`src/rtl/fetch_if.sv`:
```
// Fetch control bus: instruction-memory port, redirect request, start/status
// and the decoded-side handshake, bundled for the fetch controller.
interface fetch_if;
  logic        start;
  logic [7:0]  pc_out;
  logic [18:0] instr_in;
  logic        redirect_valid;
  logic [7:0]  redirect_pc;
  logic        out_valid;
  logic        out_ready;
  logic [18:0] out_instr;
  logic [7:0]  out_pc;
  logic        halted;
  logic        addr_err;

  // Fetch controller side
  modport master (
    input  start,
    input  instr_in,
    input  redirect_valid,
    input  redirect_pc,
    input  out_ready,
    output pc_out,
    output out_valid,
    output out_instr,
    output out_pc,
    output halted,
    output addr_err
  );

  // Environment side: instruction memory, redirect source and decode stage
  modport slave (
    output start,
    output instr_in,
    output redirect_valid,
    output redirect_pc,
    output out_ready,
    input  pc_out,
    input  out_valid,
    input  out_instr,
    input  out_pc,
    input  halted,
    input  addr_err
  );
endinterface

```
`src/rtl/fetch_ctrl.sv`:
```
// Instruction fetch controller: drives the instruction-memory address, captures
// the returned word into a 2-entry buffer toward decode, and handles start,
// halt opcode and branch/jump redirects (with out-of-range detection).
module fetch_ctrl #(
  parameter int         MEM_DEPTH = 26,
  parameter logic [7:0] RESET_PC  = 8'd0,
  parameter logic [4:0] HALT_OP   = 5'h1F
) (
  input logic     clk,
  input logic     rst_n,
  fetch_if.master bus
);

  localparam logic [1:0] IDLE   = 2'd0;
  localparam logic [1:0] RUN    = 2'd1;
  localparam logic [1:0] HALTED = 2'd2;

  // Highest valid instruction address; anything above it is out of range.
  localparam logic [7:0] LAST_PC = 8'(MEM_DEPTH - 1);

  logic [1:0]  state;
  logic [7:0]  fetch_pc;
  logic [1:0]  count;
  logic [7:0]  head_pc;
  logic [18:0] head_instr;
  logic [7:0]  tail_pc;
  logic [18:0] tail_instr;
  logic        addr_err_q;

  logic        redir;
  logic        redir_oob;
  logic        pop;
  logic        push;
  logic        push_halt;

  // Sequential address advance with wrap at the end of instruction memory.
  function automatic logic [7:0] next_pc(input logic [7:0] pc);
    if (pc == LAST_PC) begin
      return 8'd0;
    end
    return pc + 8'd1;
  endfunction

  // Handshake and buffer-write decisions for this cycle.
  always_comb begin
    redir     = bus.redirect_valid;
    redir_oob = bus.redirect_valid && (bus.redirect_pc > LAST_PC);
    pop       = (count != 2'd0) && bus.out_ready;
    // A redirect flushes the buffer, so nothing fetched this cycle is kept.
    push      = (state == RUN) && !redir && ((count != 2'd2) || pop);
    push_halt = push && (bus.instr_in[4:0] == HALT_OP);
  end

  // Controller state: IDLE until start, RUN while fetching, HALTED after a halt word.
  always_ff @(posedge clk or negedge rst_n) begin
    if (!rst_n) begin
      state <= IDLE;
    end else if (redir) begin
      // A redirect revives a halted fetcher, but does not start an idle one.
      if (state != IDLE || bus.start) begin
        state <= RUN;
      end
    end else begin
      case (state)
        IDLE:    if (bus.start) state <= RUN;
        RUN:     if (push_halt) state <= HALTED;
        HALTED:  if (bus.start) state <= RUN;
        default: state <= IDLE;
      endcase
    end
  end

  // Fetch address: redirect target (clamped to 0 when out of range) or advance on push.
  always_ff @(posedge clk or negedge rst_n) begin
    if (!rst_n) begin
      fetch_pc <= RESET_PC;
    end else if (redir) begin
      fetch_pc <= redir_oob ? 8'd0 : bus.redirect_pc;
    end else if (push) begin
      fetch_pc <= next_pc(fetch_pc);
    end
  end

  // Buffer occupancy: flush on redirect, otherwise net of push and pop.
  always_ff @(posedge clk or negedge rst_n) begin
    if (!rst_n) begin
      count <= 2'd0;
    end else if (redir) begin
      count <= 2'd0;
    end else if (push && !pop) begin
      count <= count + 2'd1;
    end else if (pop && !push) begin
      count <= count - 2'd1;
    end
  end

  // Buffer storage as head/tail registers; the head keeps its last value when
  // the buffer empties so out_instr/out_pc hold steady.
  always_ff @(posedge clk or negedge rst_n) begin
    if (!rst_n) begin
      head_pc    <= 8'd0;
      head_instr <= 19'd0;
      tail_pc    <= 8'd0;
      tail_instr <= 19'd0;
    end else if (!redir) begin
      if (push) begin
        if ((count == 2'd0) || ((count == 2'd1) && pop)) begin
          head_pc    <= fetch_pc;
          head_instr <= bus.instr_in;
        end else if (count == 2'd1) begin
          tail_pc    <= fetch_pc;
          tail_instr <= bus.instr_in;
        end else begin
          // Full with a pop: shift tail forward and refill tail.
          head_pc    <= tail_pc;
          head_instr <= tail_instr;
          tail_pc    <= fetch_pc;
          tail_instr <= bus.instr_in;
        end
      end else if (pop && (count == 2'd2)) begin
        head_pc    <= tail_pc;
        head_instr <= tail_instr;
      end
    end
  end

  // One-cycle error flag for a redirect outside instruction memory.
  always_ff @(posedge clk or negedge rst_n) begin
    if (!rst_n) begin
      addr_err_q <= 1'b0;
    end else begin
      addr_err_q <= redir_oob;
    end
  end

  // Output drive.
  always_comb begin
    bus.pc_out    = fetch_pc;
    bus.out_valid = (count != 2'd0);
    bus.out_pc    = head_pc;
    bus.out_instr = head_instr;
    bus.halted    = (state == HALTED);
    bus.addr_err  = addr_err_q;
  end

endmodule

```
`src/flat_wrapper.sv`:
```
// flat-port wrapper written by rule: the top's interface ports become plain ports
module fetch_ctrl_flat 
#(
  parameter int         MEM_DEPTH = 26,
  parameter logic [7:0] RESET_PC  = 8'd0,
  parameter logic [4:0] HALT_OP   = 5'h1F
)
  (clk, rst_n, bus_start, bus_instr_in, bus_redirect_valid, bus_redirect_pc, bus_out_ready, bus_pc_out, bus_out_valid, bus_out_instr, bus_out_pc, bus_halted, bus_addr_err);
  fetch_if bus_i ();
  input logic clk;
  input logic rst_n;
  input wire logic [$bits(bus_i.start)-1:0] bus_start;
  input wire logic [$bits(bus_i.instr_in)-1:0] bus_instr_in;
  input wire logic [$bits(bus_i.redirect_valid)-1:0] bus_redirect_valid;
  input wire logic [$bits(bus_i.redirect_pc)-1:0] bus_redirect_pc;
  input wire logic [$bits(bus_i.out_ready)-1:0] bus_out_ready;
  output wire logic [$bits(bus_i.pc_out)-1:0] bus_pc_out;
  output wire logic [$bits(bus_i.out_valid)-1:0] bus_out_valid;
  output wire logic [$bits(bus_i.out_instr)-1:0] bus_out_instr;
  output wire logic [$bits(bus_i.out_pc)-1:0] bus_out_pc;
  output wire logic [$bits(bus_i.halted)-1:0] bus_halted;
  output wire logic [$bits(bus_i.addr_err)-1:0] bus_addr_err;
  assign bus_i.start = bus_start;
  assign bus_i.instr_in = bus_instr_in;
  assign bus_i.redirect_valid = bus_redirect_valid;
  assign bus_i.redirect_pc = bus_redirect_pc;
  assign bus_i.out_ready = bus_out_ready;
  assign bus_pc_out = bus_i.pc_out;
  assign bus_out_valid = bus_i.out_valid;
  assign bus_out_instr = bus_i.out_instr;
  assign bus_out_pc = bus_i.out_pc;
  assign bus_halted = bus_i.halted;
  assign bus_addr_err = bus_i.addr_err;
  fetch_ctrl #(.MEM_DEPTH(MEM_DEPTH), .RESET_PC(RESET_PC), .HALT_OP(HALT_OP)) u_core (.clk(clk), .rst_n(rst_n), .bus(bus_i));
endmodule
```
`config.mk`:
```
export PLATFORM = sky130hd
export DESIGN_NAME = fetch_ctrl_flat
export DESIGN_NICKNAME = d
export VERILOG_FILES = /design/src/rtl/fetch_if.sv /design/src/rtl/fetch_ctrl.sv /design/src/flat_wrapper.sv
export SDC_FILE = /design/constraint.sdc
export NUM_CORES = 1
export LEC_CHECK = 0
export ABC_CLOCK_PERIOD_IN_PS = 2400
export CAP_MARGIN = 10
export CORE_MARGIN = 8
export CORE_UTILIZATION = 51
export DETAILED_ROUTE_END_ITERATION = 10
export GPL_TIMING_DRIVEN = 0
export PLACE_DENSITY = 0.79
export SYNTH_ARGS = -nofsm -noshare
export SYNTH_HDL_FRONTEND = slang
export SYNTH_SLANG_ARGS = --single-unit
```
`constraint.sdc`:
```
create_clock -name clk -period 2.4 [get_ports clk]
set_input_delay 0.36 -clock clk [delete_from_list [all_inputs] [get_ports clk]]
set_output_delay 0.36 -clock clk [all_outputs]
set_load 0.01 [all_outputs]
```
==> results.yml <==
synthesis:
  ys_async_sr_fraction_pct: 100.0
  synth_cells: 243
  synth.avg_cell_area_um2: 13.42
  yosysUniqueCellTypes: 45
  synthesis.nets: 280
  synth-seq-cells: 67
  dominantRegCellSynth: "sky130_fd_sc_hd__dfrtp_1"
  synthesis.yosys.warnings: 0
  synth_sequential_area_ratio_pct: 51.42
  synthesis.area_mm2: 0.003261
  synth_enable_flop_cells: 0
job:
  maximum_capacitance_violations: 0
sta:
  slew_headroom_pct: 43.32
  hold_violations: 0
  layout_min_cycle_time_ns: 2.285
  finalMaxSlewViolations: 0
  max_freq_mhz: 437.7
  worst_hold_slack_ns: 0.1239
  fin_ws_ns: 0.1151
  timing.final.crit_share_pct: 95.20
  report.final.setup_viol: 0
  transition_time_at_the_pin_with_the_least_slew_margin_ns: 0.8502
  setup-tns-final_ns: 0
  rsz0062_at_grt: "no"
  worst_clock_skew_ns: 0.009421
placed_design:
  place_ws_ns: -0.08647
  detailed_place_hpwl_um: 4936
  gp_congestion: 0.8408
  port_buffers: 68
setup_path:
  reg2regPathDepth: 8
  worstPathMaxFanout: 10
  end_kind: "flip-flop"
  timing.setup.critical_path_class: "reg -> reg"
  worstPathRequired_ns: 2.63
  critical_path.reg2reg.endpoint: "u_core.bus.out_pc[1]"
  r2r-start: "u_core.count[0]"
  cp-start-kind: "flip-flop"
  r2r_slack_ns: 0.12
  worst-endpoint-arrival_ns: 2.51
drt:
  detail-route-antenna-nets: 0
  avgRoutedWirePerCell_um: 17.28
  drt-vias-per-instance: 5.558
  detail_route.wirelength_um: 6998
  initialDrtViolationCount: 87
  num_vias: 2251
  drt_drc_violations_left: 0
  drt_pre_antenna_iters: 6
grt:
  antenna_violations_before_repair: 0
  grt_usage_pct: 15.93
  globalRoute.busiestLayer: "met2"
  met2_track_demand_over_resource_pct: 26.11
  grt.overflow.total: 0
  grt_max_degree: 68
  first_global_vias: 2322
  gr-usage-met1_pct: 18.84
  wire_length_of_the_first_global_routing_pass_um: 11320
  globalRouteMet3Util_pct: 3.978
final_layout:
  nNetsFinal: 360
  post_route_cells_drive_above_1_share_pct: 33.54
  flow.area_growth_from_synthesis_pct: 31.20
  diodes: 0
min_path:
  worst_hold_path_type: "in -> async"
pwr:
  power.share.combinational_pct: 41.3
  power_per_cell_area_mw_per_mm2: 1146
  p_switching_w: 0.001441
  vdd_drop_max_uv: 730.7
  sw_ratio_pct: 29.39
  intPower_w: 0.003461
  power_frac_clock_pct: 21.6
  sequentialPowerShare_pct: 37.2
  power_leakage_nw: 1.877
cts:
  cts_tree: "built"
  cts_max_level: 3
  clk_latency_ns: 0.34
  cts-root-buf: "sky130_fd_sc_hd__clkbuf_8"
  cts-buffers-inserted: 9
  clkSinkCount: 67
  clk_path_buf_depth: 2
  clk_pin_slew_ns: 0.07
floorplan:
  die_x_um: 95.96
  core.rowCount: 29
  die_area_mm2: 0.009208
  die-height_um: 95.96
  design.core.area_mm2: 0.006277
  design.portCount: 70
  starting_density_of_the_core_pct: 51.94
outcome:
  outcome: "finished, final reports clean"
## power by group through the flow
stage / registers (W) / logic [W] / clock network (W)
after floorplan: 0.00189 / 0.00117 / 0
after global placement: 0.00181 / 0.00199 / 0
after detailed placement: 0.00184 / 0.00203 / 0
after CTS: 0.00183 / 0.00205 / 0.00109
after global routing: 0.00188 / 0.00218 / 0.00114
final: 0.00182 / 0.00202 / 0.00106
## critical path: stages (launching register included)
cell and delay (ns):
sky130_fd_sc_hd__dfrtp_1 0.39, sky130_fd_sc_hd__inv_1 0.13, sky130_fd_sc_hd__ha_1 0.17, sky130_fd_sc_hd__clkbuf_2 0.21
sky130_fd_sc_hd__nor2b_1 0.11, sky130_fd_sc_hd__o21ai_4 0.34, sky130_fd_sc_hd__buf_6 0.22, sky130_fd_sc_hd__mux2_2 0.34
sky130_fd_sc_hd__mux2_2 0.26
## synthesized netlist by cell type (2+ instances only)
master | instances | share of area [%]
sky130_fd_sc_hd__nor2b_1 | 5 | 0.96
sky130_fd_sc_hd__buf_2 | 4 | 0.61
sky130_fd_sc_hd__a211oi_1 | 2 | 0.46
sky130_fd_sc_hd__mux2i_1 | 2 | 0.61
sky130_fd_sc_hd__dfrtp_1 | 67 | 51
sky130_fd_sc_hd__buf_6 | 5 | 1.7
sky130_fd_sc_hd__nand2_1 | 2 | 0.23
sky130_fd_sc_hd__a22oi_1 | 2 | 0.46
sky130_fd_sc_hd__mux2_2 | 78 | 27
sky130_fd_sc_hd__a2bb2oi_1 | 2 | 0.54
sky130_fd_sc_hd__mux2_1 | 3 | 1.0
sky130_fd_sc_hd__and3_1 | 5 | 0.96
sky130_fd_sc_hd__nand3_1 | 2 | 0.31
sky130_fd_sc_hd__nor4b_1 | 2 | 0.54
sky130_fd_sc_hd__nor2_1 | 10 | 1.2
sky130_fd_sc_hd__o21ai_0 | 8 | 1.2
sky130_fd_sc_hd__a22o_1 | 4 | 1.1
sky130_fd_sc_hd__ha_1 | 5 | 1.9
sky130_fd_sc_hd__inv_1 | 5 | 0.58
sky130_fd_sc_hd__nand2b_1 | 2 | 0.38
sky130_fd_sc_hd__a21oi_1 | 2 | 0.31
sky130_fd_sc_hd__nor3_1 | 3 | 0.46
## layout by cell type (no fill, tap or decap), drive strengths merged, types with 3 or more instances in the layout
| master | n |
|---|---|
| nor3 | 3 |
| ha | 5 |
| and3 | 5 |
| clkbuf | 13 |
| nor2 | 10 |
| a22o | 4 |
| inv | 6 |
| mux2 | 81 |
| buf | 12 |
| clkdlybuf4s50 | 67 |
| nor2b | 5 |
| dfrtp | 67 |
| o21ai | 10 |
## per-layer routing
layer | vias to the layer above | part of all wire, %
li1 | 1056 | -
met1 | 1125 | 42
met2 | 61 | 50
met3 | 9 | 5.7
met4 | 0 | 2.0
met5 | - | 0
## final cells by class
type	instances	area, um2
Buffer	11	88.84
Clock buffer	12	155.1
Clock inverter	4	72.57
Fill cell	450	1999
Inverter	6	22.52
Multi-Input combinational cell	159	1480
Sequential cell	67	1677
Tap cell	77	96.34
Timing Repair Buffer	69	685.7
## flip-flops by register name (all words and copies together) (netlist names)
name                  cells
u_core.tail_instr        19
u_core.tail_pc            8
u_core.bus.out_instr     19
u_core.state              2
u_core.bus.addr_err       1
u_core.count              2
u_core.bus.out_pc         8
u_core.bus.pc_out         8
## cells by family (layout without fill, tap and decap cells)
group / after synthesis / in the layout / share of synthesized area (%)
muxes: 83 / 83 / 28.59
DFF: 67 / 67 / 51.42
buffers and inverters: 17 / 102 / 3.415
AOI/OAI and AO/OA: 31 / 31 / 7.445
and+or+nand+nor: 39 / 39 / 6.946
adders and majority gates: 5 / 5 / 1.919
xor gates and xnor gates: 1 / 1 / 0.2687
## worst max-delay path by stage
stage	startpoint	end	slack, ns	cells past startpoint
floorplan	u_core.count[0]	u_core.bus.out_instr[14]	0.32	8
global placement	rst_n	u_core.bus.out_instr[8]	-1.30	1
detailed placement	bus_out_ready	u_core.bus.out_pc[1]	-0.09	6
CTS	u_core.count[0]	u_core.bus.out_instr[16]	0.08	7
global route	u_core.count[0]	u_core.bus.out_pc[0]	0.01	8
finish	u_core.count[0]	u_core.bus.out_pc[1]	0.12	8
## repair_timing
item | in CTS | in global routing
pin swaps | 0 | 1
hold buffers | 0 | 0
buffers inserted | 0 | 1
endpoints found under the hold margin | 0 | 0
gates cloned | 0 | 0
setup endpoints to repair | 20 | 18
gates resized for setup | 1 | 0
## metrics by stage
step                util [%]  power (W)  instance area [um2]  instances
finish                 68.15   0.004902                 4278        405
floorplan                  -   0.003060                 3261        243
global route           68.15   0.005203                 4278        405
detailed placement     64.28   0.003877                 4035        388
CTS                    68.03   0.004970                 4270        404
global placement       64.32   0.003800                 4038        388
Power figures use the tool's default switching activity.
